[config.mk]
export PLATFORM = sky130hd
export DESIGN_NAME = noc_port_arbiter_flat
export DESIGN_NICKNAME = d
export VERILOG_FILES = /design/src/rtl/noc_port_arbiter_if.sv /design/src/rtl/noc_port_arbiter.sv /design/src/flat_wrapper.sv
export SDC_FILE = /design/constraint.sdc
export NUM_CORES = 1
export LEC_CHECK = 0
export BUFFER_PORTS_ARGS = -buffer_cell sky130_fd_sc_hd__buf_2
export CAP_MARGIN = 20
export CORE_AREA = 5 5 216 218
export DETAILED_ROUTE_END_ITERATION = 10
export DIE_AREA = 0 0 221 223
export PLACE_DENSITY = 0.42
export SLEW_MARGIN = 20
export SYNTH_ARGS = -nofsm -noshare
export SYNTH_HDL_FRONTEND = slang
export SYNTH_SLANG_ARGS = --single-unit
[constraint.sdc]
create_clock -name i_clk -period 4.15 [get_ports i_clk]
set_input_delay 0.415 -clock i_clk [delete_from_list [all_inputs] [get_ports i_clk]]
set_output_delay 0.415 -clock i_clk [all_outputs]
set_load 0.03 [all_outputs]
[src/rtl/noc_port_arbiter_if.sv]
// Requester-side and NoC-side signal bundle for noc_port_arbiter.
// The arbiter uses the slave modport; the surrounding environment uses master.
interface noc_port_arbiter_if #(
  parameter int unsigned NUM_REQ     = 4,
  parameter int unsigned DATA_AWIDTH = 32,
  parameter int unsigned DATA_DWIDTH = 32
);
  logic [NUM_REQ-1:0]             req_pe_req;
  logic [NUM_REQ-1:0]             req_wrNotRd;
  logic [NUM_REQ*DATA_AWIDTH-1:0] req_address;
  logic [NUM_REQ*DATA_DWIDTH-1:0] req_wr_data;
  logic [NUM_REQ*DATA_DWIDTH-1:0] req_size;
  logic [NUM_REQ-1:0]             req_done;
  logic [NUM_REQ-1:0]             req_gnt;
  logic [NUM_REQ-1:0]             req_rd_valid;
  logic [DATA_DWIDTH-1:0]         req_rd_data;

  logic                   pe_req;
  logic                   wrNotRd;
  logic [DATA_AWIDTH-1:0] address;
  logic [DATA_DWIDTH-1:0] wr_data;
  logic [DATA_DWIDTH-1:0] size;
  logic                   ap_done;
  logic                   rd_valid;
  logic [DATA_DWIDTH-1:0] rd_data;
  logic                   wr_ready;
  logic                   err;

  modport slave (
    input  req_pe_req, req_wrNotRd, req_address, req_wr_data, req_size, req_done,
    output req_gnt, req_rd_valid, req_rd_data,
    output pe_req, wrNotRd, address, wr_data, size, ap_done, err,
    input  rd_valid, rd_data, wr_ready
  );

  modport master (
    output req_pe_req, req_wrNotRd, req_address, req_wr_data, req_size, req_done,
    input  req_gnt, req_rd_valid, req_rd_data,
    input  pe_req, wrNotRd, address, wr_data, size, ap_done, err,
    output rd_valid, rd_data, wr_ready
  );
endinterface

[src/rtl/noc_port_arbiter.sv]
// Round-robin arbiter sharing one NoC port among NUM_REQ ap_bus requesters,
// with an in-order tag FIFO steering read returns back to their owners.
module noc_port_arbiter #(
  parameter int unsigned NUM_REQ     = 4,
  parameter int unsigned TAG_DEPTH   = 16,
  parameter int unsigned DATA_AWIDTH = 32,
  parameter int unsigned DATA_DWIDTH = 32
) (
  input  logic                 i_clk,
  input  logic                 i_rst_n,
  noc_port_arbiter_if.slave    io_bus
);

  localparam int unsigned IdxW = (NUM_REQ > 1) ? $clog2(NUM_REQ) : 1;
  localparam int unsigned PtrW = $clog2(TAG_DEPTH);
  localparam int unsigned CntW = PtrW + 1;

  localparam logic [1:0] StRun   = 2'd0;
  localparam logic [1:0] StDrain = 2'd1;
  localparam logic [1:0] StDone  = 2'd2;

  logic [1:0]             r_state;
  logic [1:0]             w_state_d;
  logic [IdxW-1:0]        r_rr_ptr;
  logic [NUM_REQ-1:0]     r_done_seen;
  logic [IdxW-1:0]        r_tag_mem [TAG_DEPTH];
  logic [PtrW-1:0]        r_wr_ptr;
  logic [PtrW-1:0]        r_rd_ptr;
  logic [CntW-1:0]        r_count;
  logic [CntW-1:0]        w_count_d;
  logic                   r_err;
  logic                   r_pe_req;
  logic                   r_wrNotRd;
  logic [DATA_AWIDTH-1:0] r_address;
  logic [DATA_DWIDTH-1:0] r_wr_data;
  logic [DATA_DWIDTH-1:0] r_size;
  logic                   r_ap_done;
  logic                   w_ap_done_d;

  logic [NUM_REQ-1:0]     w_elig;
  logic                   w_gnt_any;
  logic [IdxW-1:0]        w_gnt_idx;
  logic                   w_sel_wr;
  logic                   w_tags_full;
  logic                   w_push;
  logic                   w_pop;
  logic                   w_stray_rd;

  assign w_tags_full = (r_count == CntW'(TAG_DEPTH));

  always_comb begin
    for (int i = 0; i < NUM_REQ; i++) begin
      w_elig[i] = io_bus.req_pe_req[i] & ~r_done_seen[i] & (r_state == StRun) &
                  (io_bus.req_wrNotRd[i] ? io_bus.wr_ready : ~w_tags_full);
    end
  end

  // First eligible requester at or after the round-robin pointer wins.
  always_comb begin
    w_gnt_any = 1'b0;
    w_gnt_idx = '0;
    for (int unsigned off = 0; off < NUM_REQ; off++) begin
      if (!w_gnt_any && w_elig[IdxW'((32'(r_rr_ptr) + off) % NUM_REQ)]) begin
        w_gnt_any = 1'b1;
        w_gnt_idx = IdxW'((32'(r_rr_ptr) + off) % NUM_REQ);
      end
    end
  end

  assign w_sel_wr   = io_bus.req_wrNotRd[w_gnt_idx];
  assign w_push     = w_gnt_any & ~w_sel_wr;
  assign w_pop      = io_bus.rd_valid & (r_count != '0);
  assign w_stray_rd = io_bus.rd_valid & (r_count == '0);
  assign w_count_d  = r_count + CntW'(w_push) - CntW'(w_pop);

  always_comb begin
    io_bus.req_gnt = '0;
    if (w_gnt_any && i_rst_n) begin
      io_bus.req_gnt = NUM_REQ'(1) << w_gnt_idx;
    end
  end

  always_comb begin
    io_bus.req_rd_valid = '0;
    if (w_pop && i_rst_n) begin
      io_bus.req_rd_valid = NUM_REQ'(1) << r_tag_mem[r_rd_ptr];
    end
  end

  assign io_bus.req_rd_data = io_bus.rd_data;

  // DRAIN waits for the last read return and for the final request to leave the port.
  always_comb begin
    w_state_d   = r_state;
    w_ap_done_d = 1'b0;
    case (r_state)
      StRun: begin
        if (&r_done_seen) begin
          w_state_d = StDrain;
        end
      end
      StDrain: begin
        if ((w_count_d == '0) && !r_pe_req) begin
          w_state_d   = StDone;
          w_ap_done_d = 1'b1;
        end
      end
      StDone:  w_state_d = StDone;
      default: w_state_d = StRun;
    endcase
  end

  always_ff @(posedge i_clk) begin
    if (w_push) begin
      r_tag_mem[r_wr_ptr] <= w_gnt_idx;
    end
  end

  always_ff @(posedge i_clk or negedge i_rst_n) begin
    if (!i_rst_n) begin
      r_state     <= StRun;
      r_rr_ptr    <= '0;
      r_done_seen <= '0;
      r_wr_ptr    <= '0;
      r_rd_ptr    <= '0;
      r_count     <= '0;
      r_err       <= 1'b0;
      r_ap_done   <= 1'b0;
    end else begin
      r_state     <= w_state_d;
      r_done_seen <= r_done_seen | io_bus.req_done;
      r_count     <= w_count_d;
      r_err       <= r_err | w_stray_rd;
      r_ap_done   <= w_ap_done_d;
      if (w_push) begin
        r_wr_ptr <= r_wr_ptr + PtrW'(1);
      end
      if (w_pop) begin
        r_rd_ptr <= r_rd_ptr + PtrW'(1);
      end
      if (w_gnt_any) begin
        r_rr_ptr <= (w_gnt_idx == IdxW'(NUM_REQ - 1)) ? '0 : w_gnt_idx + IdxW'(1);
      end
    end
  end

  always_ff @(posedge i_clk or negedge i_rst_n) begin
    if (!i_rst_n) begin
      r_pe_req  <= 1'b0;
      r_wrNotRd <= 1'b0;
      r_address <= '0;
      r_wr_data <= '0;
      r_size    <= '0;
    end else begin
      r_pe_req <= w_gnt_any;
      if (w_gnt_any) begin
        r_wrNotRd <= w_sel_wr;
        r_address <= io_bus.req_address[w_gnt_idx*DATA_AWIDTH +: DATA_AWIDTH];
        r_wr_data <= io_bus.req_wr_data[w_gnt_idx*DATA_DWIDTH +: DATA_DWIDTH];
        r_size    <= io_bus.req_size[w_gnt_idx*DATA_DWIDTH +: DATA_DWIDTH];
      end
    end
  end

  assign io_bus.pe_req  = r_pe_req;
  assign io_bus.wrNotRd = r_wrNotRd;
  assign io_bus.address = r_address;
  assign io_bus.wr_data = r_wr_data;
  assign io_bus.size    = r_size;
  assign io_bus.ap_done = r_ap_done;
  assign io_bus.err     = r_err;

endmodule

[src/flat_wrapper.sv]
// flat-port wrapper written by rule: the top's interface ports become plain ports
module noc_port_arbiter_flat 
#(
  parameter int unsigned NUM_REQ     = 4,
  parameter int unsigned TAG_DEPTH   = 16,
  parameter int unsigned DATA_AWIDTH = 32,
  parameter int unsigned DATA_DWIDTH = 32
)
  (i_clk, i_rst_n, io_bus_req_pe_req, io_bus_req_wrNotRd, io_bus_req_address, io_bus_req_wr_data, io_bus_req_size, io_bus_req_done, io_bus_req_gnt, io_bus_req_rd_valid, io_bus_req_rd_data, io_bus_pe_req, io_bus_wrNotRd, io_bus_address, io_bus_wr_data, io_bus_size, io_bus_ap_done, io_bus_err, io_bus_rd_valid, io_bus_rd_data, io_bus_wr_ready);
  noc_port_arbiter_if #(.NUM_REQ(NUM_REQ), .DATA_AWIDTH(DATA_AWIDTH), .DATA_DWIDTH(DATA_DWIDTH)) io_bus_i ();
  input  logic i_clk;
  input  logic i_rst_n;
  input wire logic [$bits(io_bus_i.req_pe_req)-1:0] io_bus_req_pe_req;
  input wire logic [$bits(io_bus_i.req_wrNotRd)-1:0] io_bus_req_wrNotRd;
  input wire logic [$bits(io_bus_i.req_address)-1:0] io_bus_req_address;
  input wire logic [$bits(io_bus_i.req_wr_data)-1:0] io_bus_req_wr_data;
  input wire logic [$bits(io_bus_i.req_size)-1:0] io_bus_req_size;
  input wire logic [$bits(io_bus_i.req_done)-1:0] io_bus_req_done;
  output wire logic [$bits(io_bus_i.req_gnt)-1:0] io_bus_req_gnt;
  output wire logic [$bits(io_bus_i.req_rd_valid)-1:0] io_bus_req_rd_valid;
  output wire logic [$bits(io_bus_i.req_rd_data)-1:0] io_bus_req_rd_data;
  output wire logic [$bits(io_bus_i.pe_req)-1:0] io_bus_pe_req;
  output wire logic [$bits(io_bus_i.wrNotRd)-1:0] io_bus_wrNotRd;
  output wire logic [$bits(io_bus_i.address)-1:0] io_bus_address;
  output wire logic [$bits(io_bus_i.wr_data)-1:0] io_bus_wr_data;
  output wire logic [$bits(io_bus_i.size)-1:0] io_bus_size;
  output wire logic [$bits(io_bus_i.ap_done)-1:0] io_bus_ap_done;
  output wire logic [$bits(io_bus_i.err)-1:0] io_bus_err;
  input wire logic [$bits(io_bus_i.rd_valid)-1:0] io_bus_rd_valid;
  input wire logic [$bits(io_bus_i.rd_data)-1:0] io_bus_rd_data;
  input wire logic [$bits(io_bus_i.wr_ready)-1:0] io_bus_wr_ready;
  assign io_bus_i.req_pe_req = io_bus_req_pe_req;
  assign io_bus_i.req_wrNotRd = io_bus_req_wrNotRd;
  assign io_bus_i.req_address = io_bus_req_address;
  assign io_bus_i.req_wr_data = io_bus_req_wr_data;
  assign io_bus_i.req_size = io_bus_req_size;
  assign io_bus_i.req_done = io_bus_req_done;
  assign io_bus_req_gnt = io_bus_i.req_gnt;
  assign io_bus_req_rd_valid = io_bus_i.req_rd_valid;
  assign io_bus_req_rd_data = io_bus_i.req_rd_data;
  assign io_bus_pe_req = io_bus_i.pe_req;
  assign io_bus_wrNotRd = io_bus_i.wrNotRd;
  assign io_bus_address = io_bus_i.address;
  assign io_bus_wr_data = io_bus_i.wr_data;
  assign io_bus_size = io_bus_i.size;
  assign io_bus_ap_done = io_bus_i.ap_done;
  assign io_bus_err = io_bus_i.err;
  assign io_bus_i.rd_valid = io_bus_rd_valid;
  assign io_bus_i.rd_data = io_bus_rd_data;
  assign io_bus_i.wr_ready = io_bus_wr_ready;
  noc_port_arbiter #(.NUM_REQ(NUM_REQ), .TAG_DEPTH(TAG_DEPTH), .DATA_AWIDTH(DATA_AWIDTH), .DATA_DWIDTH(DATA_DWIDTH)) u_core (.i_clk(i_clk), .i_rst_n(i_rst_n), .io_bus(io_bus_i));
endmodule
# == Word level (Yosys, flattened, before mapping) ==
# Memories as Yosys holds them, arrays and structs flattened.
# Cells that the tools add are included.
# totals
ram_bits,32
mem_count,1
wordCells,109
output_inout_bits,140
register_bits,121
inputBits,432
# classes
n_mux,32
n_eq_ne,6
n_lt_le_gt_ge,5
n_bitwise,23
add_sub_neg,8
reduce_logical,16
shift,5
# mem_list
memory,depth,word_bits,read_ports,rd_clocked_by_memory_dff,wr,line,text
u_core.r_tag_mem,16,2,1,0,1,noc_port_arbiter.sv:26,logic [IdxW-1:0] r_tag_mem [TAG_DEPTH];
# op_table
cell,count
$shiftx 128x8->32,3
$mux 1,17
$and 1x1->1,15
$lt 2x3->1 const B,5
$mux 2,7
$bmux 1 s2,5
$logic_not 5->1,2
$add 4x1->4 const B,2
$mux 4,2
$shl 1x2->4 const A,2
$logic_and 1x1->1,6
$not 1->1,6
$pmux 2 s3,1
$add 5x1->5,1
$eq 5x5->1 const B,1
$reduce_bool 5->1,1
$sub 5x1->5,1
$add 2x1->2 const B,2
$add 2x2->2 const B,2
$eq 2x2->1 const B,2
$logic_not 1->1,4
$or 4x4->4,1
$reduce_and 4->1,1
$eq 2x1->1 const B,1
other kinds (5),5

# == Depth between registers and ports, before layout ==
# Gate-level depths: netlist (run 1).
# depth
word_depth,26
mapped_depth,19
mapped_depth_nobuf,17

# == Worst setup path after synthesis (run 1) ==
# Ideal clock, no wire load.
# synth_timing
path_kind,register to register
start,reg u_core.r_count[3]
end,reg u_core.r_state[0]
path_buffers,2
period_less_slack_ns,4.178
arrival_time_ns,4.053
path_stages_with_launch,17
t_required_ns,4.025
slack_ns,-0.028
setup_time_ns,0.125
cell_sequence,dfrtp_1 inv_1 ha_1 nand4bb_1 buf_2 o2111a_2 o2bb2ai_1 a311oi_1 buf_4 mux2_2 o22ai_4 ha_1 fa_1 or4_1 nor3_1 o21ai_0 mux2_2
# synth_via
elab_chain_cells,26
elab_cells_between_ends,44
cone_classes,add/sub: 2; eq/ne: 2; mux: 22; bitwise: 8; reduce/logical: 10
# synth_lines
element,line,text
"start, declared",noc_port_arbiter.sv:29,logic [CntW-1:0] r_count;
"start signal, assigned",noc_port_arbiter.sv:132,r_count <= w_count_d;
$eq 5x5->1 *,noc_port_arbiter.sv:49,assign w_tags_full = (r_count == CntW'(TAG_DEPTH));
$not 1->1 *,noc_port_arbiter.sv:54,(io_bus.req_wrNotRd[i] ? io_bus.wr_ready : ~w_tags_full);
$mux 1,noc_port_arbiter.sv:54,
$and 1x1->1,noc_port_arbiter.sv:53,w_elig[i] = io_bus.req_pe_req[i] & ~r_done_seen[i] & (r_state == StRun) &
$bmux 1 s2,noc_port_arbiter.sv:63,if (!w_gnt_any && w_elig[IdxW'((32'(r_rr_ptr) + off) % NUM_REQ)]) begin
$mux 1 (implied by the code),noc_port_arbiter.sv:63,
$mux 1,noc_port_arbiter.sv:63,
$logic_not 1->1,noc_port_arbiter.sv:63,
[12 not listed],n/a,
via u_core.w_push,noc_port_arbiter.sv:45,logic w_push;
$add 5x1->5 *,noc_port_arbiter.sv:74,assign w_count_d = r_count + CntW'(w_push) - CntW'(w_pop);
$sub 5x1->5 *,noc_port_arbiter.sv:74,
via u_core.w_count_d[1],noc_port_arbiter.sv:30,logic [CntW-1:0] w_count_d;
$logic_not 5->1 *,noc_port_arbiter.sv:103,if ((w_count_d == '0) && !r_pe_req) begin
$logic_and 1x1->1 *,noc_port_arbiter.sv:103,
$ne 2x1->1 (no line) *,n/a,
$reduce_and 2->1 (no line) *,n/a,
"end signal, assigned",noc_port_arbiter.sv:121,r_state <= StRun;
"end signal, assigned",noc_port_arbiter.sv:130,r_state <= w_state_d;
"end, declared",noc_port_arbiter.sv:22,logic [1:0] r_state;
# Mark *: on every way through the listed nets, which the timed path passes. The rest lies on a longest branch. The select of a mux whose other input is x is not followed.
# A chain may end at the register's enable or synchronous reset.

# == Final worst setup path (run 1) ==
# Same ends and word-level chain as after synthesis.

==> summary.md, run 1 <==
| Metric | Value |
|---|---|
| Clk_lat worst skew | `0.46 ns` |
| Yosys reg bits | `153` |
| WP buf/inv | `2` |
| Design area | `12900 um^2` |
| Commonest non-fill, non-tap cells in the layout | `buf_2, mux2i_1, dfrtp_1` |
| Mapped cell area | `9190 um^2` |
| Crit Path Class | `reg -> reg` |
| Post-DP HPWL | `28000 um` |
| Worst hold slack | `0.155 ns` |
| Yosys top cell area share | `0.330` |
| Slew HR | `0.454` |
| Nets | `1698` |
| Final WL | `36200 um` |
| Area of the multi-input gates | `4690 um^2` |
| Critical Path Max Stage Delay | `0.55 ns` |
| Worst vdd ir | `0.229 mV` |
| PwrDens | `484 nW/um^2` |
| Max-cap viol count | `0` |
| DP Cell Count | `1824` |
| # setup viols final | `0` |
| Reg clk slew, reported paths | `0.07 ns` |
| Crit path to | `u_core.r_state[0]$_DFFE_PN0P_` |
| Number of flops mapped to enable cells by yosys | `32` |
| CTS tree | `built` |
| Syn Nets | `1238` |
| CP Data Required Time | `4.48 ns` |
| Tot Pwr | `6.25 mW` |
| Crit path max fanout | `5` |
| Final setup margin | `0.124 ns` |
| Ranking of synthesized cells by area | `dfrtp_1, mux2i_1, edfxtp_1` |
| Hold/Removal Path Class | `in -> reg` |
| Static leakage | `7.18 nW` |
| Area Overhead vs Synth | `40.6%` |
| Sequential share of power | `0.354` |
| Bufs on Longest Clock Path | `2` |
| Number of fill cells in the layout | `4743` |
| Clock Power Share | `0.258` |
| Sequential share of the synthesized area | `0.434` |
| Final hold viol count | `0` |
| Final Cycle Share | `0.970` |
| Routed WL per cell | `19.4 um` |
| Die area | `49300 um^2` |
| Via count | `8077` |
| Dpl ws | `-0.144 ns` |
| Synth unique cells | `52` |
| Share of layout cells above drive strength 1 | `0.511` |
| Switching pwr | `2.50 mW` |
| Minimum clock period | `4.03 ns` |
| Pint | `3.75 mW` |
| Avg Vias per Cell | `4.33` |
| Placed Area | `12200 um^2` |
| Register-to-register setup slack | `0.12 ns` |
| Core Region | `44700 um^2` |
| Synth Area per Inst | `11.7 um^2` |
| Cell family with the largest share of critical-path delay | `simple AND/OR/NAND/NOR gates` |
| Clock Sinks | `153` |
| Final clock skew | `0.0134 ns` |
| Final Max Slew Viols | `0` |
| IO Pins | `572` |
| Fmax | `0.248 GHz` |
| Largest net degree at the start of global routing | `111` |
| Clock root cell | `clkbuf_16` |
| Status | `completed` |
| CTS buffer count | `17` |
| Row cnt | `78` |
| Critical Path Stages | `15` |
| Final GP Congestion | `0.790` |
| Yosys warns | `0` |
| Starting Density | `0.206` |
| Area leader, netlist | `dfrtp_1` |
| Initial antenna violation count | `16` |
| Net Sw Frac | `0.400` |
| Pre-antenna DRT Iters | `4` |
| Worst-path cell chain | `inv_1 > ha_4 > nand4bb_4 > buf_4 > o211ai_1 > o21ai_2 > o2bb2ai_2 > or3b_2 > o22ai_4 > ha_4 > fa_1 > or4_4 > nor3_2 > o21ai_1 > mux2_2` |
| Main synth FF type | `dfrtp_1` |
| Congestion Overflow GR | `0` |
| DRT antenna net count | `0` |
| IO Port Bufs | `507` |
| Die height | `223 um` |
| Fraction of registers with async set/reset | `0.791` |
| Worst Reg-to-Reg Cells | `15` |
| Vias in the first global route | `8974` |
| DRT iter0 DRCs | `333` |
| Slew @ Worst Pin | `0.819 ns` |
| Reg2Reg Capture Point | `u_core.r_state[0]$_DFFE_PN0P_` |
| Layout Cells excl Fill | `1866` |
| Global Route Usage Sum | `0.141` |
| Syn Inst Count | `787` |
| First-pass GRT wire length | `53900 um` |
| Critical Path Source | `u_core.r_count[3]$_DFF_PN0_` |
| CP Launch Type | `flop` |
| Crit path DAT | `4.36 ns` |
| Slowest-stage cell, CP | `or4_4` |
| H-tree Lvls | `4` |
| Combinational power share | `0.388` |
| Crit end category | `flop` |
| Worst r2r src | `u_core.r_count[3]$_DFF_PN0_` |
| Most common cell after layout, fill and taps aside | `buf_2` |
| DRC viols | `0` |
| Chip width | `221 um` |
| Critical path's most frequent cell | `ha_4` |
| Flip-flop and latch area | `3990 um^2` |
[sequential cells by signal, summed over array words and instances, names as in the netlist]
signal / cells
u_core.r_state: 2
u_core.r_rr_ptr: 2
u_core.r_wr_ptr: 4
u_core.io_bus.size: 32
u_core.r_rd_ptr: 4
u_core.io_bus.address: 32
u_core.r_count: 5
u_core.r_tag_mem: 32
u_core.io_bus.wr_data: 32
u_core.r_done_seen: 4
u_core.io_bus.wrNotRd: 1
u_core.io_bus.err: 1
u_core.io_bus.pe_req: 1
u_core.io_bus.ap_done: 1
[worst min-delay path by stage]
stage	startpoint	to	slack (ns)	cells past startpoint
floorplan	i_rst_n	u_core.io_bus.address[0]$_DFFE_PN0N_	0.12	0
global placement	i_rst_n	u_core.io_bus.wr_data[12]$_DFFE_PN0N_	0.35	1
global route	io_bus_req_done[1]	u_core.r_done_seen[1]$_DFF_PN0_	0.13	2
detailed placement	i_rst_n	u_core.io_bus.wr_data[12]$_DFFE_PN0N_	0.36	1
CTS	io_bus_req_done[3]	u_core.r_done_seen[3]$_DFF_PN0_	0.12	2
finish	io_bus_req_done[3]	u_core.r_done_seen[3]$_DFF_PN0_	0.16	2
[synthesized netlist by cell type (2+ instances only)]
cell	instances
or2_2	5
edfxtp_1	32
mux4_2	10
o21ai_0	4
xor2_1	3
and3_1	4
o211ai_1	3
a221oi_2	40
nand2_1	9
clkbuf_1	26
buf_6	5
a21o_1	2
nor2b_1	4
a21oi_1	3
inv_1	15
xnor2_1	7
ha_1	18
nor3_1	7
nand2b_1	6
nor2_1	119
buf_4	35
buf_2	26
o2bb2ai_1	2
mux2i_1	192
dfrtp_1	121
a221oi_1	56
nand4_1	3
mux2_2	6
[timing repair]
action	4_1_cts	5_1_grt
pin swaps	1	4
gates resized for setup	1	10
hold buffers	1	0
gates cloned	0	1
setup buffers	1	1
endpoints found under the hold margin	29	0
endpoints found under the setup margin	3	4
[stage by stage]
stage | utilization | TNS [ns]
6_report | 0.289 | 0
5_1_grt | 0.289 | -0.0399
4_1_cts | 0.287 | 0
3_5_place_dp | 0.273 | -0.279
3_3_place_gp | 0.273 | -0.121
2_1_floorplan | - | 0
[power by group through the flow]
stage / clock network (mW) / logic, mW / registers [mW]
after floorplan: 0 / 0.982 / 2.80
after global placement: 0 / 2.39 / 2.23
after detailed placement: 0 / 2.41 / 2.23
after CTS: 1.68 / 2.42 / 2.22
after global routing: 1.74 / 2.64 / 2.28
final: 1.61 / 2.43 / 2.21
[cell families after synthesis]
| kind of cell | Yosys count | synth area share |
|---|---|---|
| compound gates | 118 | 0.138 |
| xor+xnor | 10 | 0.00953 |
| fa+ha+maj | 20 | 0.0279 |
| buf+inv | 108 | 0.0660 |
| flops | 153 | 0.434 |
| mux | 208 | 0.241 |
| simple gates | 170 | 0.0829 |
[layer usage]
| metal | part of all wire | GRT usage | up-vias | routed length (um) |
|---|---|---|---|---|
| li1 | - | - | 3863 | - |
| met2 | 0.51 | 0.250 | 309 | 18500 |
| met1 | 0.39 | 0.163 | 3837 | 14200 |
| met4 | 0.018 | 0.0322 | 12 | 641 |
| met3 | 0.077 | 0.0524 | 56 | 2790 |
| met5 | 0.0023 | 0 | - | 82 |
[area by class of cell]
| cell class | instances | share of cell area |
|---|---|---|
| clock inverter | 14 | 0.0118 |
| antenna | 6 | 0.00116 |
| multi-input combinational | 526 | 0.363 |
| timing repair buffer | 534 | 0.219 |
| sequential | 153 | 0.309 |
| inverter | 15 | 0.00436 |
| tap | 600 | 0.0581 |
| clock buffer | 18 | 0.0340 |
Note: power is estimated with default switching activity, not from simulation.
==> run 2: changes to the inputs <==
--- a/config.mk
+++ b/config.mk
@@ -5,12 +5,13 @@
 export SDC_FILE = /design/constraint.sdc
 export NUM_CORES = 1
 export LEC_CHECK = 0
+export ABC_AREA = 1
 export BUFFER_PORTS_ARGS = -buffer_cell sky130_fd_sc_hd__buf_2
 export CAP_MARGIN = 20
-export CORE_AREA = 5 5 216 218
+export CORE_AREA = 5 5 218 220
 export DETAILED_ROUTE_END_ITERATION = 10
-export DIE_AREA = 0 0 221 223
-export PLACE_DENSITY = 0.42
+export DIE_AREA = 0 0 223 225
+export PLACE_DENSITY = 0.47
 export SLEW_MARGIN = 20
 export SYNTH_ARGS = -nofsm -noshare
 export SYNTH_HDL_FRONTEND = slang
==> run 2 against run 1 <==
Net effect: highest routed layer unchanged; critical endpoint unchanged; sequential share of layout area down 3.6 points; clock power down 4%; largest power group unchanged; synthesized cell count up 130%; fmax up 6.8%.
==> summary.md, run 2 <==
| Metric | Value |
|---|---|
| Status | `completed` |
| Commonest non-fill, non-tap cells in the layout | `nand2_1, buf_2, inv_1` |
| Final GP Congestion | `0.884 (+12%)` |
| Fin util | `0.324 (+0.0352)` |
| # setup viols final | `0 (unchanged)` |
| Share of layout cells above drive strength 1 | `0.260 (-0.251)` |
| Crit path DAT | `4.13 ns (-0.23 ns)` |
| Tot Pwr | `13.3 mW (+110%)` |
| Slew @ Worst Pin | `1.01 ns (+0.191 ns)` |
| Via count | `12000 (+49%)` |
| Slew HR | `0.326 (-0.127)` |
| IO Pins | `572 (unchanged)` |
| Area leader, netlist | `nand2_1` |
| Number of fill cells in the layout | `5143 (+8.4%)` |
| Syn Inst Count | `1813 (+130%)` |
| CTS buffer count | `17 (unchanged)` |
| Net Sw Frac | `0.558 (+0.158)` |
| Yosys warns | `0 (unchanged)` |
| Main synth FF type | `dfrtp_1` |
| H-tree Lvls | `4 (unchanged)` |
| Starting Density | `0.251 (+0.0456)` |
| DRT iter0 DRCs | `567 (+70%)` |
| Max-cap viol count | `0 (unchanged)` |
| Final Cycle Share | `0.908 (-0.0621)` |
| Worst vdd ir | `0.758 mV (+230%)` |
| Minimum clock period | `3.77 ns (-0.258 ns)` |
| Static leakage | `8.93 nW (+24%)` |
| Post-DP HPWL | `32700 um (+17%)` |
| Mapped cell area | `11300 um^2 (+23%)` |
| CP Data Required Time | `4.51 ns (+0.03 ns)` |
| Top-count cell post-synth | `nand2_1` |
| PwrDens | `912 nW/um^2 (+88%)` |
| Final hold viol count | `0 (unchanged)` |
| Synth Area per Inst | `6.25 um^2 (-46%)` |
| Sequential share of power | `0.205 (-0.149)` |
| Crit Path Class | `reg -> reg` |
| Row cnt | `78 (unchanged)` |
| DRC viols | `0 (unchanged)` |
| Number of flops mapped to enable cells by yosys | `32 (unchanged)` |
| Final WL | `42600 um (+18%)` |
| Fraction of registers with async set/reset | `0.791 (unchanged)` |
| DRT antenna net count | `0 (unchanged)` |
| Avg Vias per Cell | `4.21 (-2.7%)` |
| Clock root cell | `clkbuf_16` |
| Nets | `2686 (+58%)` |
| Hold/Removal Path Class | `in -> reg` |
| Global Route Usage Sum | `0.161 (+0.0203)` |
| Ranking of synthesized cells by area | `nand2_1, dfrtp_1, inv_1` |
| Synth unique cells | `41 (-21%)` |
| Chip width | `223 um (+0.90%)` |
| Placed Area | `14000 um^2 (+14%)` |
| First-pass GRT wire length | `65000 um (+21%)` |
| Design area | `14600 um^2 (+13%)` |
| Yosys top cell area share | `0.276 (-0.0535)` |
| CP Launch Type | `flop` |
| Crit end category | `flop` |
| Final clock skew | `0.00697 ns (-0.00639 ns)` |
| Area Overhead vs Synth | `29.1%` |
| Most common cell after layout, fill and taps aside | `nand2_1` |
| Die height | `225 um (+0.90%)` |
| Clk_lat worst skew | `0.43 ns (-0.03 ns)` |
| Clock Power Share | `0.117 (-0.141)` |
| Crit path max fanout | `5 (unchanged)` |
| Congestion Overflow GR | `0 (unchanged)` |
| Pre-antenna DRT Iters | `5 (+1)` |
| Reg clk slew, reported paths | `0.06 ns (about the same)` |
| Routed WL per cell | `14.9 um (-23%)` |
| Bufs on Longest Clock Path | `2 (unchanged)` |
| Fmax | `0.265 GHz (+6.8%)` |
| Switching pwr | `7.43 mW (+200%)` |
| Die area | `50200 um^2 (+1.8%)` |
| Clock Sinks | `153 (unchanged)` |
| Pint | `5.89 mW (+57%)` |
| Vias in the first global route | `11900 (+33%)` |
| Final Max Slew Viols | `0 (unchanged)` |
| Largest net degree at the start of global routing | `167 (+50%)` |
| IO Port Bufs | `507 (unchanged)` |
| Yosys reg bits | `153 (unchanged)` |
| Initial antenna violation count | `6 (-10)` |
| CTS tree | `built` |
| Syn Nets | `2264 (+83%)` |
| Synth cell count leaders | `nand2_1, inv_1, nand3_1` |
| Sequential share of the synthesized area | `0.352 (-0.0820)` |
| Combinational power share | `0.679 (+0.291)` |
| Core Region | `45100 um^2 (+0.87%)` |
==> run 2: changes by cell type after synthesis, sizes merged, moves of 8 or more <==
cell | before | now
mux4 | 10 | 0
buf | 67 | 97
a221oi | 96 | 0
nand2 | 10 | 838
nand4 | 3 | 11
o21ai | 5 | 108
nor2 | 120 | 60
mux2i | 192 | 5
inv | 15 | 328
nand3 | 1 | 132
==> run 2: metal layers <==
metal  share of wire  up-vias  GRT usage  routed length (um)
li1                -     6231          -                   -
met1            0.43     5313      0.202               18200
met2            0.47      381      0.267               20100
met3           0.063       77     0.0417                2680
met4           0.037       10     0.0646                1570
met5          0.0016        -          0                  69
==> run 2: what timing repair did <==
action                     CTS  global route
setup endpoints to repair    1             4
cloned                       0             1
hold buffers                 1             0
resized for setup            1             5
setup buffers                0             2
pin swaps                    0             1
hold endpoints to repair    56             0
==> run 2: cell families (layout without fill, tap and decap cells) <==
family          after synthesis  in the layout  synth area share
mux                           5              5           0.00442
fa+ha+maj                    19             19            0.0217
simple gates               1048           1048             0.371
other cells                   0              3                 0
xor+xnor                      9              9           0.00696
buf+inv                     455            890             0.185
flops                       153            153             0.352
compound gates              124            124            0.0592
==> run 2: power by group through the flow <==
stage          registers, mW  clock network (mW)  logic [mW]
4_1_cts                 2.73                1.62        9.11
3_3_place_gp            2.74                   0        8.99
6_report                2.73                1.55        9.04
2_1_floorplan           3.65                   0        6.02
3_5_place_dp            2.75                   0        9.06
5_1_grt                 2.81                1.67        10.3
==> run 2: final cells by class <==
| type | count | area (um^2) | share of cell area |
|---|---|---|---|
| antenna | 3 | 7.51 | 0.000514 |
| clock buffer | 18 | 439 | 0.0300 |
| clock inverter | 14 | 139 | 0.00950 |
| inverter | 330 | 1250 | 0.0853 |
| multi-input combinational | 1205 | 5270 | 0.360 |
| sequential | 153 | 3990 | 0.273 |
| tap | 600 | 751 | 0.0514 |
| timing repair buffer | 528 | 2780 | 0.190 |
==> run 2: critical path, cell delays in order, from the launching register on <==
cell and delay (ns):
dfrtp_1 0.36, inv_1 0.12, ha_2 0.24, nand3_1 0.09
nor2_1 0.14, nand3_1 0.18, nand3_1 0.18, o21ai_4 0.11
nand2_1 0.09, nand2_2 0.09, nand3_4 0.14, nand2_1 0.08
nand2_1 0.07, nand2_1 0.05, nand3_1 0.08, inv_1 0.07
ha_1 0.21, fa_1 0.43, a21oi_1 0.14, nor2_1 0.05
nor2_1 0.10, xor2_1 0.20, nor2_1 0.06, nand2_1 0.08
nand2_1 0.06, nand2_1 0.11, nor2_1 0.06, a21oi_1 0.11
==> run 2: per-stage QoR <==
stage	instances	setup TNS [ns]	worst slack (ns)	hold WS (ns)
after detailed placement	2812	0	0.393	0.424
after global routing	2849	-0.0813	-0.0417	0.150
final	2851	0	0.382	0.172
after global placement	2812	0	0.455	0.424
after floorplan	1813	0	0.776	0.119
after CTS	2845	0	0.0318	0.141
==> run 2: path summary, 6_finish.rpt <==
kind | cells past startpoint | slack (ns) | from | end
hold / removal | 2 | 0.17 | io_bus_req_done[1] | u_core.r_done_seen[1]$_DFF_PN0_
setup / recovery | 27 | 0.38 | u_core.r_state[1]$_DFFE_PN0P_ | u_core.r_state[0]$_DFFE_PN0P_
setup reg to reg | 27 | 0.38 | u_core.r_state[1]$_DFFE_PN0P_ | u_core.r_state[0]$_DFFE_PN0P_
max in group asynchronous | 3 | 2.30 | i_rst_n | u_core.io_bus.address[3]$_DFFE_PN0N_
min in group asynchronous | 2 | 0.52 | i_rst_n | u_core.io_bus.wr_data[4]$_DFFE_PN0N_
hold reg to reg | 1 | 0.47 | u_core.r_done_seen[2]$_DFF_PN0_ | u_core.r_done_seen[2]$_DFF_PN0_
==> run 3: changes to the inputs <==
==> constraint.sdc (replaced) <==
create_clock -name i_clk -period 4.15 [get_ports i_clk]
set_input_delay 0.415 -clock i_clk [delete_from_list [all_inputs] [get_ports i_clk]]
set_output_delay 0.415 -clock i_clk [all_outputs]
set_load 0.01 [all_outputs]
==> run 3 against run 2 <==
Net effect: clock skew increased by 0.0024 ns; final cell count decreased by 0.18%; count of clock-buffer cells in the layout increased by 3; design area decreased by 0.32%; critical endpoint is now io_bus_req_gnt[3].
==> summary.md, run 3 (synthesis gave the netlist of run 2 again) <==
| Metric | Value |
|---|---|
| CP Data Required Time | `3.73 ns (-0.78 ns)` |
| H-tree Lvls | `4 (unchanged)` |
| Critical Path Max Stage Delay | `0.56 ns (+0.13 ns)` |
| Avg Vias per Cell | `4.15 (-1.5%)` |
| Starting Density | `0.251 (unchanged)` |
| Pre-antenna DRT Iters | `5 (unchanged)` |
| Share of layout cells above drive strength 1 | `0.259 (-0.00155)` |
| Via count | `11800 (-1.7%)` |
| DRT antenna net count | `0 (unchanged)` |
| Max-cap viol count | `0 (unchanged)` |
| Clock Sinks | `153 (unchanged)` |
| Final Cycle Share | `0.920 (+0.0120)` |
| Final WL | `42200 um (-1.1%)` |
| Static leakage | `8.91 nW (-0.18%)` |
| Hold/Removal Path Class | `in -> reg` |
| Worst hold path depth | `2 (unchanged)` |
| Post-DP HPWL | `33100 um (+1.3%)` |
| Most common cell after layout, fill and taps aside | `nand2_1` |
| CP Launch Type | `flop` |
| Worst Reg-to-Reg Cells | `27 (unchanged)` |
| Clk_lat worst skew | `0.43 ns (about the same)` |
| Design area | `14600 um^2 (-0.32%)` |
| Clock root cell | `clkbuf_16` |
| Vias in the first global route | `11800 (-1.0%)` |
| Final hold viol count | `0 (unchanged)` |
| Min-delay src | `io_bus_req_done[1]` |
| Cell family with the largest share of critical-path delay | `buffers and inverters` |
| Area Overhead vs Synth | `28.7%` |
| Worst-path cell chain | `inv_1 > ha_1 > nand4_1 > nand3_1 > nand2_2 > o21ai_4 > nand4_1 > nand3_1 > nand2_4 > inv_4 > buf_4 > ha_1 > inv_1 > nor2_1 > buf_2` |
| Setup TNS | `0 ns (unchanged)` |
| CTS tree | `built` |
| Setup repair after global routing missed its margin | `no` |
| Crit path DAT | `3.40 ns (-0.73 ns)` |
| Final clock skew | `0.00938 ns (+0.00241 ns)` |
| Die height | `225 um (unchanged)` |
| Core Region | `45100 um^2 (unchanged)` |
| Die area | `50200 um^2 (unchanged)` |
| Commonest non-fill, non-tap cells in the layout | `nand2_1, buf_2, inv_1` |
| Minimum clock period | `3.82 ns (+0.0498 ns)` |
| Reg clk slew, reported paths | `0.06 ns (about the same)` |
| DRT iter0 DRCs | `528 (-6.9%)` |
| DRC viols | `0 (unchanged)` |
| Crit path max fanout | `63 (+58)` |
| Slew @ Worst Pin | `1.05 ns (+0.0360 ns)` |
| Fmax | `0.262 GHz (-1.3%)` |
| Register-to-register setup slack | `0.43 ns (+0.05 ns)` |
| IO Port Bufs | `507 (unchanged)` |
| Placed Area | `14000 um^2 (about the same)` |
| Worst r2r src | `u_core.r_state[0]$_DFFE_PN0P_` |
| Initial antenna violation count | `3 (-3)` |
| WHS Endpoint | `u_core.r_done_seen[1]$_DFF_PN0_` |
| Nets | `2684 (-0.074%)` |
| Worst vdd ir | `0.600 mV (-21%)` |
| DP Cell Count | `2813 (+0.036%)` |
| Congestion Overflow GR | `0 (unchanged)` |
| Crit Path Class | `reg -> out` |
| Reg2Reg Capture Point | `u_core.r_state[0]$_DFFE_PN0P_` |
| IO Pins | `572 (unchanged)` |
| Final GP Congestion | `0.893 (+0.98%)` |
| WP buf/inv | `5 (+3)` |
| Ant diodes | `0 (-3)` |
| Largest net degree at the start of global routing | `172 (+3.0%)` |
| Final Max Slew Viols | `0 (unchanged)` |
| Slew HR | `0.302 (-0.0240)` |
| Bufs on Longest Clock Path | `2 (unchanged)` |
| Slowest-stage cell, CP | `buf_4` |
| CTS buffer count | `17 (unchanged)` |
| Global Route Usage Sum | `0.161 (-0.000425)` |
| Row cnt | `78 (unchanged)` |
| PwrDens | `849 nW/um^2 (-6.9%)` |
| # setup viols final | `0 (unchanged)` |
| Status | `completed` |
| Routed WL per cell | `14.8 um (-0.89%)` |
| Crit end category | `output pin` |
| Chip width | `223 um (unchanged)` |
| Layout Cells excl Fill | `2846 (-0.18%)` |
| First-pass GRT wire length | `64800 um (-0.26%)` |
## run 3: changes by cell type in the layout (fill, tap and decap cells not counted), moves of 2 or more
cell      before  now
inv_8          2    0
clkinv_2       3    5
inv_6          5    2
clkinv_4       2    0
diode_2        3    0
## run 3: per-stage QoR
stage          hold slack (ns)  power, mW   util  setup WS [ns]
6_report                 0.176       12.4  0.323          0.332
5_1_grt                  0.150       13.8  0.323         0.0142
4_1_cts                  0.140       12.6  0.323          0.281
3_5_place_dp             0.417       11.0  0.309          0.364
3_3_place_gp             0.420       10.9  0.309          0.451
2_1_floorplan            0.119       8.85      -          0.776
## run 3: how the worst max path moves through the flow
stage / start / to / slack [ns] / depth (start not counted)
after global placement: u_core.r_state[0]$_DFFE_PN0P_ / u_core.r_state[1]$_DFFE_PN0P_ / 0.45 / 29
after detailed placement: u_core.r_state[0]$_DFFE_PN0P_ / u_core.r_state[0]$_DFFE_PN0P_ / 0.36 / 27
after global routing: u_core.r_state[0]$_DFFE_PN0P_ / u_core.r_state[0]$_DFFE_PN0P_ / 0.01 / 29
after CTS: u_core.r_count[3]$_DFF_PN0_ / io_bus_req_gnt[3] / 0.28 / 15
final: u_core.r_count[3]$_DFF_PN0_ / io_bus_req_gnt[3] / 0.33 / 15
after floorplan: u_core.r_state[0]$_DFFE_PN0P_ / u_core.r_state[0]$_DFFE_PN0P_ / 0.78 / 29
## run 3: power by group
group | switching, mW | internal [mW]
logic | 5.44 | 2.64
clock network | 0.642 | 0.923
registers | 0.404 | 2.32
## run 3: routing by layer
layer / global-route usage / wire [um] / vias to the layer above
li1: - / - / 6215
met1: 0.204 / 18500 / 5195
met2: 0.275 / 20400 / 345
met3: 0.0343 / 2160 / 48
met4: 0.0514 / 1040 / 6
met5: 0 / 47 / -
## run 3: timing repair
action                                 CTS  global route
hold buffers                             1             0
endpoints found under the hold margin   54             0
gates resized for setup                  0             5
setup endpoints to repair                0             3
buffers inserted                         0             0
## run 3: cell type report
| class | instances | area (um^2) |
|---|---|---|
| clock buffers | 21 | 464 |
| clock inverters | 11 | 120 |
| fillers | 5158 | 30500 |
| inverters | 330 | 1250 |
| multi-input cells | 1205 | 5270 |
| flip-flops and latches | 153 | 3990 |
| well taps | 600 | 751 |
| repair buffers | 526 | 2730 |
